### src/rtl/marb_pkg.sv
// Shared types and constants for the memory-arbiter APB configuration block.
// Contents: register payload types, FSM state encoding, latched request
// payload, the register address map and a byte-lane merge helper.
package marb_pkg;

  localparam int unsigned APB_AW     = 32;
  localparam int unsigned APB_DW     = 32;
  localparam int unsigned APB_SW     = APB_DW / 8;
  localparam int unsigned WAIT_CNT_W = 4;

  localparam logic [APB_AW-1:0] MEM_ARBITER_CTRL_REG_ADDR       = 32'h0000_0000;
  localparam logic [APB_AW-1:0] MEM_ARBITER_STATUS_REG_ADDR     = 32'h0000_0004;
  localparam logic [APB_AW-1:0] MEM_ARBITER_ERRCNT_REG_ADDR     = 32'h0000_0008;
  localparam logic [APB_AW-1:0] MEM_ARBITER_DPRIO_REG_BASE_ADDR = 32'h0000_0010;

  // ctrl[31] doubles as the dprio lock bit when the lock feature is built in
  typedef struct packed {
    logic        lock;
    logic [30:0] cfg;
  } ctrl_reg_t;

  // One dprio word: byte j holds the priority of client 4k+j
  typedef logic [APB_SW-1:0][7:0] dprio_reg_t;

  typedef enum logic [1:0] {IDLE, WAIT, RESP} apb_state_t;

  typedef struct packed {
    logic              wr;
    logic [APB_AW-1:0] addr;
    logic [APB_DW-1:0] wdata;
    logic [APB_SW-1:0] strb;
  } apb_req_t;

  // Replace only the byte lanes whose strobe is set
  function automatic logic [APB_DW-1:0] byte_merge(input logic [APB_DW-1:0] old_val,
                                                   input logic [APB_DW-1:0] new_val,
                                                   input logic [APB_SW-1:0] strb);
    logic [APB_DW-1:0] res;
    res = old_val;
    for (int i = 0; i < int'(APB_SW); i++) begin
      if (strb[i]) res[8*i +: 8] = new_val[8*i +: 8];
    end
    return res;
  endfunction

endpackage

### src/rtl/apb_conf_regs_if.sv
// APB slave bus bundle for the arbiter configuration block.
// master: drives sel/enable/wr/addr/wdata/strb; slave: drives rdata/ready/slverr.
interface apb_conf_regs_if;
  import marb_pkg::*;

  logic              conf_sel;
  logic              conf_enable;
  logic              conf_wr;
  logic [APB_AW-1:0] conf_addr;
  logic [APB_DW-1:0] conf_wdata;
  logic [APB_SW-1:0] conf_strb;
  logic [APB_DW-1:0] conf_rdata;
  logic              conf_ready;
  logic              conf_slverr;

  modport master (
    output conf_sel, conf_enable, conf_wr, conf_addr, conf_wdata, conf_strb,
    input  conf_rdata, conf_ready, conf_slverr
  );

  modport slave (
    input  conf_sel, conf_enable, conf_wr, conf_addr, conf_wdata, conf_strb,
    output conf_rdata, conf_ready, conf_slverr
  );
endinterface

### src/rtl/marb_apb_fsm.sv
// APB transfer sequencer: IDLE -> (WAIT x WAIT_CYCLES_P) -> RESP -> IDLE.
// Ports: clk, rst (sync, active-low), sel, req_in (live bus request),
// req_c (request seen at commit), commit_c (edge entering RESP), ready.
module marb_apb_fsm
  import marb_pkg::*;
#(
  parameter int unsigned WAIT_CYCLES_P = 0
) (
  input  logic     clk,
  input  logic     rst,
  input  logic     sel,
  input  apb_req_t req_in,
  output apb_req_t req_c,
  output logic     commit_c,
  output logic     ready
);

  localparam logic [WAIT_CNT_W-1:0] WAIT_INIT = WAIT_CNT_W'(WAIT_CYCLES_P);

  apb_state_t            state;
  logic [WAIT_CNT_W-1:0] cnt;
  apb_req_t              req_q;

  // With no wait states the commit edge is the sampling edge, so use the live bus
  assign req_c    = (state == IDLE) ? req_in : req_q;
  assign commit_c = ((state == IDLE) && sel && (WAIT_INIT == '0)) ||
                    ((state == WAIT) && (cnt == WAIT_CNT_W'(1)));

  always_ff @(posedge clk) begin
    if (!rst) begin
      state <= IDLE;
      cnt   <= '0;
      req_q <= '0;
      ready <= 1'b0;
    end else begin
      ready <= commit_c;
      case (state)
        IDLE: begin
          if (sel) begin
            req_q <= req_in;
            cnt   <= WAIT_INIT;
            state <= (WAIT_INIT == '0) ? RESP : WAIT;
          end
        end
        WAIT: begin
          cnt <= cnt - WAIT_CNT_W'(1);
          if (cnt == WAIT_CNT_W'(1)) state <= RESP;
        end
        RESP:    state <= IDLE;
        default: state <= IDLE;
      endcase
    end
  end

endmodule

### src/rtl/apb_conf_regs.sv
// Memory-arbiter APB configuration registers: CTRL (RW), STATUS (RO),
// ERRCNT (RO, clear-on-read, saturating) and per-client DPRIO words.
// Ports: clk, rst (sync, active-low), bus (APB slave), status (live arbiter
// status), ctrl, dprio (client c at [8c+:8]), dprio_wstrb (per-client pulse).
// Optional build macro MARB_CONF_LOCK_EN: ctrl[31] locks dprio against writes.
module apb_conf_regs
  import marb_pkg::*;
#(
  parameter int unsigned MEM_ARB_CLIENTS_P = 3,
  parameter int unsigned WAIT_CYCLES_P     = 0,
  parameter int unsigned ERRCNT_W_P        = 16
) (
  input  logic                             clk,
  input  logic                             rst,
  apb_conf_regs_if.slave                   bus,
  input  logic [APB_DW-1:0]                status,
  output ctrl_reg_t                        ctrl,
  output logic [MEM_ARB_CLIENTS_P*8-1:0]   dprio,
  output logic [MEM_ARB_CLIENTS_P-1:0]     dprio_wstrb
);

  localparam int unsigned       DPRIO_WORDS = (MEM_ARB_CLIENTS_P + 3) / 4;
  localparam logic [APB_AW-1:0] DPRIO_END   = MEM_ARBITER_DPRIO_REG_BASE_ADDR +
                                              APB_AW'(4 * DPRIO_WORDS);
  localparam logic [APB_AW-3:0] DPRIO_BASE_WORD = MEM_ARBITER_DPRIO_REG_BASE_ADDR[APB_AW-1:2];

  apb_req_t                 req_in;
  apb_req_t                 req_c;
  logic                     commit_c;
  logic                     ready;
  logic [APB_DW-1:0]        rdata_q;
  logic                     slverr_q;
  logic [ERRCNT_W_P-1:0]    errcnt_q;
  logic                     unused_enable;

  // PENABLE carries no information for this sequencer
  assign unused_enable = bus.conf_enable;

  assign req_in = '{wr: bus.conf_wr, addr: bus.conf_addr,
                    wdata: bus.conf_wdata, strb: bus.conf_strb};

  marb_apb_fsm #(.WAIT_CYCLES_P(WAIT_CYCLES_P)) u_fsm (
    .clk      (clk),
    .rst      (rst),
    .sel      (bus.conf_sel),
    .req_in   (req_in),
    .req_c    (req_c),
    .commit_c (commit_c),
    .ready    (ready)
  );

  assign bus.conf_ready  = ready;
  assign bus.conf_rdata  = rdata_q;
  assign bus.conf_slverr = slverr_q;

  logic                        misaligned_c;
  logic                        hit_ctrl_c;
  logic                        hit_status_c;
  logic                        hit_errcnt_c;
  logic                        hit_dprio_c;
  logic                        lock_err_c;
  logic                        err_c;
  logic [APB_AW-3:0]           word_idx_c;
  dprio_reg_t                  dprio_word_c;
  logic [APB_DW-1:0]           rd_c;
  logic [MEM_ARB_CLIENTS_P-1:0] wstrb_c;

  // Address decode, error classification and read mux for the committing request
  always_comb begin
    misaligned_c = req_c.addr[1:0] != 2'b00;
    hit_ctrl_c   = req_c.addr == MEM_ARBITER_CTRL_REG_ADDR;
    hit_status_c = req_c.addr == MEM_ARBITER_STATUS_REG_ADDR;
    hit_errcnt_c = req_c.addr == MEM_ARBITER_ERRCNT_REG_ADDR;
    hit_dprio_c  = !misaligned_c && (req_c.addr >= MEM_ARBITER_DPRIO_REG_BASE_ADDR) &&
                   (req_c.addr < DPRIO_END);
    word_idx_c   = req_c.addr[APB_AW-1:2] - DPRIO_BASE_WORD;
`ifdef MARB_CONF_LOCK_EN
    lock_err_c   = hit_dprio_c && req_c.wr && ctrl.lock;
`else
    lock_err_c   = 1'b0;
`endif
    err_c = misaligned_c ||
            !(hit_ctrl_c || hit_status_c || hit_errcnt_c || hit_dprio_c) ||
            (req_c.wr && (hit_status_c || hit_errcnt_c)) ||
            lock_err_c;

    // Client bytes beyond MEM_ARB_CLIENTS_P read 0 and ignore their strobes
    dprio_word_c = '0;
    wstrb_c      = '0;
    for (int c = 0; c < int'(MEM_ARB_CLIENTS_P); c++) begin
      if (word_idx_c == (APB_AW-2)'(c >> 2)) begin
        dprio_word_c[2'(c)] = dprio[8*c +: 8];
        wstrb_c[c] = commit_c && req_c.wr && !err_c && hit_dprio_c && req_c.strb[2'(c)];
      end
    end

    rd_c = '0;
    if (hit_ctrl_c)        rd_c = ctrl;
    else if (hit_status_c) rd_c = status;
    else if (hit_errcnt_c) rd_c = APB_DW'(errcnt_q);
    else if (hit_dprio_c)  rd_c = dprio_word_c;
  end

  // Register file, response data and error counter all update on the commit edge
  always_ff @(posedge clk) begin
    if (!rst) begin
      ctrl        <= '0;
      dprio       <= '0;
      dprio_wstrb <= '0;
      rdata_q     <= '0;
      slverr_q    <= 1'b0;
      errcnt_q    <= '0;
    end else begin
      dprio_wstrb <= wstrb_c;
      rdata_q     <= '0;
      slverr_q    <= 1'b0;
      if (commit_c) begin
        slverr_q <= err_c;
        if (err_c) begin
          if (errcnt_q != '1) errcnt_q <= errcnt_q + ERRCNT_W_P'(1);
        end else if (req_c.wr) begin
          if (hit_ctrl_c) ctrl <= ctrl_reg_t'(byte_merge(ctrl, req_c.wdata, req_c.strb));
        end else begin
          rdata_q <= rd_c;
          if (hit_errcnt_c) errcnt_q <= '0;
        end
      end
      for (int c = 0; c < int'(MEM_ARB_CLIENTS_P); c++) begin
        if (wstrb_c[c]) dprio[8*c +: 8] <= req_c.wdata[8*(c % 4) +: 8];
      end
    end
  end

endmodule
### src/flat_wrapper.sv
// flat-port wrapper written by rule: the top's interface ports become plain ports
module apb_conf_regs_flat import marb_pkg::*;
#(
  parameter int unsigned MEM_ARB_CLIENTS_P = 3,
  parameter int unsigned WAIT_CYCLES_P     = 0,
  parameter int unsigned ERRCNT_W_P        = 16
)
  (clk, rst, status, ctrl, dprio, dprio_wstrb, bus_conf_sel, bus_conf_enable, bus_conf_wr, bus_conf_addr, bus_conf_wdata, bus_conf_strb, bus_conf_rdata, bus_conf_ready, bus_conf_slverr);
  apb_conf_regs_if bus_i ();
  input  logic clk;
  input  logic rst;
  input  logic [APB_DW-1:0] status;
  output ctrl_reg_t ctrl;
  output logic [MEM_ARB_CLIENTS_P*8-1:0] dprio;
  output logic [MEM_ARB_CLIENTS_P-1:0] dprio_wstrb;
  input wire logic [$bits(bus_i.conf_sel)-1:0] bus_conf_sel;
  input wire logic [$bits(bus_i.conf_enable)-1:0] bus_conf_enable;
  input wire logic [$bits(bus_i.conf_wr)-1:0] bus_conf_wr;
  input wire logic [$bits(bus_i.conf_addr)-1:0] bus_conf_addr;
  input wire logic [$bits(bus_i.conf_wdata)-1:0] bus_conf_wdata;
  input wire logic [$bits(bus_i.conf_strb)-1:0] bus_conf_strb;
  output wire logic [$bits(bus_i.conf_rdata)-1:0] bus_conf_rdata;
  output wire logic [$bits(bus_i.conf_ready)-1:0] bus_conf_ready;
  output wire logic [$bits(bus_i.conf_slverr)-1:0] bus_conf_slverr;
  assign bus_i.conf_sel = bus_conf_sel;
  assign bus_i.conf_enable = bus_conf_enable;
  assign bus_i.conf_wr = bus_conf_wr;
  assign bus_i.conf_addr = bus_conf_addr;
  assign bus_i.conf_wdata = bus_conf_wdata;
  assign bus_i.conf_strb = bus_conf_strb;
  assign bus_conf_rdata = bus_i.conf_rdata;
  assign bus_conf_ready = bus_i.conf_ready;
  assign bus_conf_slverr = bus_i.conf_slverr;
  apb_conf_regs #(.MEM_ARB_CLIENTS_P(MEM_ARB_CLIENTS_P), .WAIT_CYCLES_P(WAIT_CYCLES_P), .ERRCNT_W_P(ERRCNT_W_P)) u_core (.clk(clk), .rst(rst), .bus(bus_i), .status(status), .ctrl(ctrl), .dprio(dprio), .dprio_wstrb(dprio_wstrb));
endmodule
### config.mk
export PLATFORM = sky130hd
export DESIGN_NAME = apb_conf_regs_flat
export DESIGN_NICKNAME = d
export VERILOG_FILES = /design/src/rtl/marb_pkg.sv /design/src/rtl/apb_conf_regs_if.sv /design/src/rtl/marb_apb_fsm.sv /design/src/rtl/apb_conf_regs.sv /design/src/flat_wrapper.sv
export SDC_FILE = /design/constraint.sdc
export NUM_CORES = 1
export LEC_CHECK = 0
export ABC_AREA = 1
export CAP_MARGIN = 20
export CORE_ASPECT_RATIO = 2
export CORE_MARGIN = 5
export CORE_UTILIZATION = 48
export DETAILED_ROUTE_END_ITERATION = 8
export GPL_ROUTABILITY_DRIVEN = 0
export GPL_TIMING_DRIVEN = 0
export PLACE_DENSITY = 0.78
export RECOVER_POWER = 100
export SETUP_SLACK_MARGIN = 0.15
export SLEW_MARGIN = 20
export SYNTH_ARGS = -nofsm -noshare
export SYNTH_HDL_FRONTEND = slang
export SYNTH_SLANG_ARGS = --single-unit
### constraint.sdc
create_clock -name clk -period 4.9 [get_ports clk]
set_clock_uncertainty 0.05 [all_clocks]
set_input_delay 0.98 -clock clk [delete_from_list [all_inputs] [get_ports clk]]
set_output_delay 0.98 -clock clk [all_outputs]
set_load 0.01 [all_outputs]
Yosys cells after proc, flatten, opt, wreduce, memory -nomap -nowiden --
Index checks and enable logic that the tools add are counted. Widths: inputs -> output; s select.
Operators by class: bitwise gates (word level) 3, $lt $le $gt $ge 2, equal/unequal tests 9, add/subtract/negate cells 3, multiplexer cells 18, reductions and logical operators 36
Operators with widths (count):
- $mux 32 | 3
- $mux 16 | 5
- $mux 69 | 1
- $eq 32x3->1 const B | 1
- $eq 32x4->1 const B | 1
- $ge 32x5->1 const B | 1
- $logic_not 32->1 | 1
- $lt 32x5->1 const B | 1
- $logic_not 30->1 | 1
- $sub 30x3->30 const B | 1
- $reduce_and 5->1 | 4
- $add 16x1->16 const B | 1
- $mux 8 | 2
- $ne 16x16->1 const B | 1
- $logic_and 1x1->1 | 10
- $pmux 4 s2 | 1
- $reduce_and 2->1 | 4
- $logic_or 1x1->1 | 7
- $ne 2x2->1 const B | 3
- $reduce_bool 2->1 | 3
- $eq 4x1->1 const B | 1
- $mux 2 | 2
- $mux 4 | 1
- $pmux 2 s2 | 1
- 9 further kinds | 14
Word-level totals: input port bits 105, logic and storage cells 90, output and inout port bits 93, bits in registers 176

Longest topological paths before layout --
Gate-level depths: netlist of the first run.
word-level depth 15, gate-level depth with buffers 18, gate-level depth less buffers 16

Modules after synthesis --
A second synthesis of the first run with hierarchy kept.
Unflattened totals: cells, all modules 1413, area total of the unflattened synthesis 8986.1 um^2
By module, submodules not included:
- apb_conf_regs | seq. area each 1981.9 um^2, times used 1, cells each 733, area an instance 4967.3 um^2
- marb_apb_fsm | seq. area each 1421.4 um^2, times used 1, cells each 680, area an instance 4018.9 um^2

Least setup slack after synthesis of the first run --
No wires, ideal clock.
path kind input to register, from input bus_conf_addr[0], to register u_core.errcnt_q[13], slack 2363 ps, required time 4720 ps, stages 15, data arrival time 2357 ps, path buffers 1, setup time 130 ps, path through nor2_1 nand2_1 nand2_1 inv_1 nor2_2 nand2_1 nor2_1 nand2_1 nand4_4 nand2_2 nand2_4 nand3_2 buf_6 nand2_1 a21oi_1
On the way: longest elaborated chain between the ends 11, elaborated cells on any way between the ends 23, those cells by class order compare: 2; eq/ne: 4; mux: 2; reduce/logical: 15
RTL lines:
- start: declaration | RTL line flat_wrapper.sv:19 | input wire logic [$bits(bus_i.conf_addr)-1:0] bus_conf_addr;
- $mux 69 * | RTL line marb_apb_fsm.sv:25 | assign req_c = (state == IDLE) ? req_in : req_q;
- parallel branches: the longest is 10 deep, another holds $ge 32x5->1
- end signal: assignment | RTL line apb_conf_regs.sv:120 | if (errcnt_q != '1) errcnt_q <= errcnt_q + ERRCNT_W_P'(1);
- end: declaration | RTL line apb_conf_regs.sv:33 | logic [ERRCNT_W_P-1:0] errcnt_q;
Mark *: on every way between the ends. A chain may end at the register's enable or synchronous reset.

Final worst setup path of the first run --
from input bus_conf_addr[14], to register u_core.errcnt_q[6]
On the way: longest elaborated chain between the ends 10, elaborated cells on any way between the ends 21, those cells by class order compare: 2; eq/ne: 4; mux: 2; reduce/logical: 13
RTL lines:
- $mux 69 * | RTL line marb_apb_fsm.sv:25
- $ge 32x5->1 (tied with other cells) | RTL line apb_conf_regs.sv:74 | hit_dprio_c = !misaligned_c && (req_c.addr >= MEM_ARBITER_DPRIO_REG_BASE_ADDR) &&
- $logic_and 1x1->1 or $logic_or 1x1->1 (tied branches) (2 in a row) | RTL line apb_conf_regs.sv:74, apb_conf_regs.sv:83
- $logic_or 1x1->1 | RTL line apb_conf_regs.sv:83 | !(hit_ctrl_c || hit_status_c || hit_errcnt_c || hit_dprio_c) ||
- $logic_not 1->1 | RTL line apb_conf_regs.sv:83
- $logic_or 1x1->1 | RTL line apb_conf_regs.sv:82 | err_c = misaligned_c ||
- $logic_or 1x1->1 | RTL line apb_conf_regs.sv:83
- $ne 2x2->1 (no source line) or $reduce_bool 2->1 (tied branches)
- $reduce_and 4->1 (no source line)
Mark *: on every way between the ends. The rest lies on a longest branch, timed or not.

==> results.cfg, run 1 <==
[status]
outcome = completed

[power]
pwr-share-clk_pct = 44.6
ir_drop_uv = 241.3
p_int_w = 0.002375
power.density_nw_per_um2 = 296.3
p_switching_w = 0.0007975
power_leakage_nw = 4.434
switching_share_pct = 25.14
p_seq_share_pct = 44.9
pwr-share-comb_pct = 10.6
power_w = 0.003173

[logic_synthesis]
synth_edf_count = 0
synth_largest_area_cell = dfxtp_1
synth_ff_type = dfxtp_1
syn-cell-area_um2 = 8025
async_flop_share_pct = 0
synth.ff_latch_count = 168
synth_area_leaders = dfxtp_1, nand2_1, o21ai_0
seq_area_frac_synth_pct = 41.91
syn_avg_cell_area_um2 = 7.064
synth_top_area_share_pct = 41.91
yosys_warnings = 0
yosys.cell_count.top_type = nand2_1
yosys-top-cells-count = nand2_1, dfxtp_1, o21ai_0, inv_1, a21oi_1
synthCells = 1136
synth.distinct_cells = 37

[clock_network]
htree_num_levels = 4
cts_hold_buf = 0
cts_tree = built
numCtsBuffers = 17
path_clk_slew_ns = 0.07
cts_resized = 0
post_cts_buffers = 0
cts.sinks = 168
cts_root_buffer = clkbuf_16
clock_path_buffers = 2
clk_latency_ns = 0.43

[sta]
finalSetupViolations = 0
finalCritPeriodShare_pct = 75.95
period_minus_slack_ns = 3.722
worst_slack_ns = 1.178
rsz0062_at_grt = no
max_slew_margin_pct = 54.67
drv_slew = 0
tightest_slew_ns = 0.6775
fin_setup_tns_ns = 0
max_freq_mhz = 268.7
final_hold_viol_count = 0

[global_route]
use_met2_pct = 41.88
track_usage_pct = 26.08
grt_pass1_wl_um = 40030
grt_busiest_layer = met2
grt_max_degree = 17
use_met3_pct = 6.404
grtUsageMet1_pct = 32.62
grt_overflow_total = 0
grt_pass1_vias = 8021
antenna_found_initial = 0

[worst_hold_path]
hp-class = flop to flop
holdPathEnd = u_core.u_fsm.req_q[0]
worstHoldStart = u_core.u_fsm.req_q[0]
hold_depth = 2

[finish]
fill_cells = 1458
num_antenna_cells = 0
design_area_um2 = 10710
drive_above_1_share_pct = 5.503
area_delta_synth_final_pct = 33.43
num-nets-final = 1456

[critical_path]
rr_startpoint = u_core.u_fsm.state[1]
critPathKind = input pin to flop
crit_path_start_kind = input pin
cp_data_arrival_time_ns = 3.96
cp.required_ns = 5.14
worst_path_max_delay_cell = dlygate4sd3_1
r2r_slack_ns = 1.59
critPathMaxStageDelay_ns = 0.53
r2r_cells = 15
worst_r2r_endpoint = u_core.errcnt_q[6]
crit_path_frequent_cell = nand2_1
end_kind = flop
path_cells = dlygate4sd3_1 > inv_1 > nand2_1 > nand2_1 > nand2_1 > nor2_1 > nand2_1 > nor2_2 > nand3_1 > nand4_1 > nand2_1 > nand2_1 > nand3_1 > buf_6 > nand2_1 > a21oi_1
path_max_fanout = 10

[route]
drt_iter0_markers = 708
vias = 8577
drt-total-wl_um = 26110
antenna_left = 0
first_pass_iters = 5
routedWlPerCell_um = 16.63
drc = 0
via_per_inst = 5.463

[placed_design]
io_buffers = 187
hpwl_um = 19700
placed_cell_area_um2 = 10190
dpl_worst_slack_ns = 1.358

[floorplan]
die_y_um = 192.9
core_area_um2 = 16600
fp-row-count = 67
ios = 198
die_area_um2 = 19560
die_w_um = 101.4
start_util_pct = 48.35

[job]
max_cap_violations = 0
-- stage by stage --
stage	util, %	instances	hold WS (ns)
3_3_place_gp	61.37	1538	0.3915
6_report	64.51	1570	0.4204
4_1_cts	65.13	1570	0.4260
5_1_grt	64.51	1570	0.4433
3_5_place_dp	61.37	1538	0.4080
2_1_floorplan	-	1144	0.3791
-- registers in the layout, indices dropped and copies added, names as in the netlist --
signal                  flops
u_core.errcnt_q            16
u_core.dprio_wstrb          2
u_core.ctrl                32
u_core.u_fsm.state          1
u_core.bus.conf_slverr      1
u_core.u_fsm.ready          1
u_core.u_fsm.req_q         67
u_core.dprio               16
u_core.bus.conf_rdata      32
-- worst max-delay path, delay by kind of cell --
kind,cells,cell delay [ns]
simple gates,12,2.06
buf+inv,3,0.85
compound gates,1,0.06
-- cell type report --
class | instances | area, µm² | area share [%]
multi-input cells | 759 | 3661 | 34.19
flip-flops and latches | 168 | 3363 | 31.41
repair buffers | 187 | 1872 | 17.48
inverters | 137 | 516.7 | 4.826
clock buffers | 18 | 439.2 | 4.101
plain buffers | 80 | 411.6 | 3.844
well taps | 207 | 259.0 | 2.419
clock inverters | 14 | 185.2 | 1.729
-- cell usage in the layout, fill, tap and decap left out, drive strengths merged --
cell	Yosys	routed
clkinv	1	5
a31oi	3	3
o22ai	1	1
nand3b	1	1
bufinv	0	3
clkdlybuf4s50	0	100
nand3	72	72
buf	39	31
a21oi	110	110
dfxtp	168	168
clkinvlp	0	2
o21ai	175	175
nand2	226	226
xor2	9	9
inv	136	141
dlygate4sd3	0	87
a32oi	16	16
conb	1	9
clkbuf	41	67
ha	1	1
nor4	1	1
nor2	89	89
xnor2	4	4
o211ai	19	19
nand4	19	19
nor3	4	4
-- power by group through the flow --
stage	Combinational (W)	Clock [W]	Sequential, W
after global placement	0.000325	0	0.00145
final	0.000335	0.00141	0.00142
after CTS	0.000334	0.00142	0.00142
after global routing	0.000367	0.00148	0.00143
after floorplan	0.000181	0	0.00145
after detailed placement	0.000330	0	0.00145
-- how the worst max path moves through the flow --
stage                 startpoint             endpoint  depth (start not counted)
6_report       bus_conf_addr[14]   u_core.errcnt_q[6]                         16
5_1_grt        bus_conf_addr[14]      u_core.ctrl[22]                         15
4_1_cts         bus_conf_addr[0]      u_core.ctrl[12]                         13
3_5_place_dp    bus_conf_addr[0]      u_core.ctrl[12]                         13
3_3_place_gp    bus_conf_addr[0]      u_core.ctrl[12]                         13
2_1_floorplan   bus_conf_addr[0]  u_core.errcnt_q[13]                         15
-- logic make-up (layout without fill, tap and decap cells) --
logic type | Yosys count | in the layout | synth area share [%]
other | 1 | 9 | 0.04673
buffers and inverters | 217 | 436 | 11.72
adder cells (fa/ha/maj) | 1 | 1 | 0.1559
AO/OA/AOI/OAI | 324 | 324 | 21.91
AND/OR/NAND/NOR | 412 | 412 | 22.84
flip-flops | 168 | 168 | 41.91
XOR/XNOR | 13 | 13 | 1.419
-- metal layers --
metal / up-vias / part of all wire [%] / wire [µm]
li1: 4153 / - / -
met1: 3855 / 40 / 10320
met2: 492 / 47 / 12300
met3: 77 / 9.0 / 2338
met4: 0 / 4.4 / 1153
met5: - / 0 / 0
Power figures use the tool's default switching activity.
==> run 2: changes to the inputs <==
--- a/config.mk
+++ b/config.mk
@@ -9,11 +9,11 @@
 export CAP_MARGIN = 20
 export CORE_ASPECT_RATIO = 2
 export CORE_MARGIN = 5
-export CORE_UTILIZATION = 48
+export CORE_UTILIZATION = 45
 export DETAILED_ROUTE_END_ITERATION = 8
 export GPL_ROUTABILITY_DRIVEN = 0
 export GPL_TIMING_DRIVEN = 0
-export PLACE_DENSITY = 0.78
+export PLACE_DENSITY = 0.77
 export RECOVER_POWER = 100
 export SETUP_SLACK_MARGIN = 0.15
 export SLEW_MARGIN = 20
==> constraint.sdc (replaced) <==
create_clock -name clk -period 3.2 [get_ports clk]
set_clock_uncertainty 0.05 [all_clocks]
set_input_delay 0.64 -clock clk [delete_from_list [all_inputs] [get_ports clk]]
set_output_delay 0.64 -clock clk [all_outputs]
set_load 0.01 [all_outputs]
==> results.cfg, run 2 (synthesized netlist as in run 1, its figures left out) <==
[clock_network]
cts_tree = built
clock_path_buffers = 2
post_cts_buffers = 0
path_clk_slew_ns = 0.07
numCtsBuffers = 17
cts_root_buffer = clkbuf_16
cts_resized = 0
cts.sinks = 168
cts_hold_buf = 0
htree_num_levels = 4
clk_latency_ns = 0.44

[route]
antenna_left = 0
via_per_inst = 5.463
vias = 8615
drt-total-wl_um = 27070
routedWlPerCell_um = 17.16
drc = 0
drt_iter0_markers = 662
first_pass_iters = 6

[sta]
final_hold_viol_count = 0
rsz0062_at_grt = no
max_slew_margin_pct = 41.81
drv_slew = 0
finalSetupViolations = 0
holdWs_ns = 0.4109
period_minus_slack_ns = 2.965
finalCritPeriodShare_pct = 92.66
tightest_slew_ns = 0.8697
fin_setup_tns_ns = 0
max_freq_mhz = 337.2

[power]
p_int_w = 0.003614
p_switching_w = 0.001249
p_seq_share_pct = 44.8
ir_drop_uv = 358.0
power.density_nw_per_um2 = 451.6
power_w = 0.004863
power_leakage_nw = 4.444
pwr-share-clk_pct = 44.5
switching_share_pct = 25.69
pwr-share-comb_pct = 10.7

[placed_design]
io_buffers = 187
hpwl_um = 21170
place_inst = 1544

[critical_path]
path_max_fanout = 10
worst_path_max_delay_cell = clkbuf_1
critPathLaunch = u_core.u_fsm.state[1]
critPathMaxStageDelay_ns = 0.51
cp.required_ns = 3.44
critPathKind = flop to flop
crit_family = simple AND/OR/NAND/NOR gates
crit_path_start_kind = flop
rr_startpoint = u_core.u_fsm.state[1]
crit_buf_inv = 4
path_cells = buf_6 > clkinvlp_2 > buf_4 > nand2_1 > nand2_1 > nand2_1 > nor2_1 > nand3_4 > nand4_1 > clkbuf_1 > a21oi_1 > nand4_1 > a21oi_1
crit_cells = 13
end_kind = flop
r2r_cells = 13
r2r_slack_ns = 0.23
crit_path_frequent_cell = nand2_1
worst_r2r_endpoint = u_core.errcnt_q[15]
cp_data_arrival_time_ns = 3.21
cp-endpoint = u_core.errcnt_q[15]

[global_route]
antenna_found_initial = 1
track_usage_pct = 24.84
grt_pass1_vias = 8409
grt_max_degree = 17
grt_overflow_total = 0
grt_pass1_wl_um = 41480

[floorplan]
core_area_um2 = 17700
die_w_um = 104.4
fp-row-count = 69
die_area_um2 = 20770
start_util_pct = 45.34
die_y_um = 198.9
ios = 198

[worst_hold_path]
hp-class = flop to flop
hold_depth = 2

[finish]
fill_cells = 1599
largest_reg_flops = 67
final_common_cell = nand2_1
stdcell_count = 1577
area_delta_synth_final_pct = 34.19
postLayoutCoreUtil_pct = 60.85
largest_register = u_core.u_fsm.req_q
drive_above_1_share_pct = 6.461
final_cell_mix = nand2_1, dfxtp_1, o21ai_0, inv_1, a21oi_1
num-nets-final = 1456

[job]
max_cap_violations = 0

[status]
outcome = completed
==> run 2: changes by cell type in the layout (fill, tap and decap cells not counted), sizes merged <==
cell,delta
diode,+2
clkbuf,-5
buf,+4
clkdlybuf4s50,+3
clkinvlp,+1
clkinv,-1
dlygate4sd3,-3
==> run 2: how the worst min path moves through the flow <==
stage                     slack, ns                    from                endpoint
after global routing           0.44         u_core.dprio[0]         u_core.dprio[0]
after floorplan                0.38  u_core.u_fsm.req_q[36]  u_core.u_fsm.req_q[36]
after detailed placement       0.40  u_core.u_fsm.req_q[36]  u_core.u_fsm.req_q[36]
after CTS                      0.41  u_core.u_fsm.req_q[36]  u_core.u_fsm.req_q[36]
after global placement         0.39  u_core.u_fsm.req_q[36]  u_core.u_fsm.req_q[36]
final                          0.41  u_core.u_fsm.req_q[36]  u_core.u_fsm.req_q[36]
==> run 2: metrics by stage <==
| step | worst slack [ns] | area, µm² |
|---|---|---|
| 4_1_cts | 0.4082 | 10810 |
| 3_5_place_dp | -0.001464 | 10190 |
| 6_report | 0.2348 | 10770 |
| 3_3_place_gp | 0.08191 | 10190 |
| 2_1_floorplan | 1.003 | 8055 |
| 5_1_grt | 0.1148 | 10770 |
==> run 2: power groups by stage <==
stage	Clock [W]	Combinational [W]	Sequential [W]
after floorplan	0	0.000278	0.00222
after global placement	0	0.000506	0.00222
after detailed placement	0	0.000514	0.00223
after CTS	0.00217	0.000518	0.00218
after global routing	0.00226	0.000570	0.00218
final	0.00216	0.000520	0.00218
==> run 2: routing by layer <==
| layer | GRT usage [%] | vias to the layer above | wire [µm] |
|---|---|---|---|
| met2 | 46.91 | 398 | 14520 |
| met3 | 3.540 | 114 | 1565 |
| met1 | 24.13 | 3951 | 9187 |
| met5 | 0 | - | 0 |
| li1 | - | 4152 | - |
| met4 | 18.01 | 0 | 1797 |
==> run 2: worst register-to-register path: stages, from the launching register on <==
cell        delay (ns)
dfxtp_1           0.32
buf_6             0.14
clkinvlp_2        0.13
buf_4             0.20
nand2_1           0.07
nand2_1           0.08
nand2_1           0.12
nor2_1            0.33
nand3_4           0.19
nand4_1           0.31
clkbuf_1          0.51
a21oi_1           0.16
nand4_1           0.12
a21oi_1           0.08
==> run 2: area by class of cell <==
class | instances | area, µm² | share of cell area [%]
repair buffers | 187 | 1872 | 17.38
clock buffers | 17 | 425.4 | 3.950
multi-input cells | 759 | 3714 | 34.48
flip-flops and latches | 168 | 3363 | 31.23
diodes | 2 | 5.005 | 0.04647
clock inverters | 14 | 186.4 | 1.731
plain buffers | 80 | 421.7 | 3.915
inverters | 137 | 515.5 | 4.787
well taps | 213 | 266.5 | 2.475
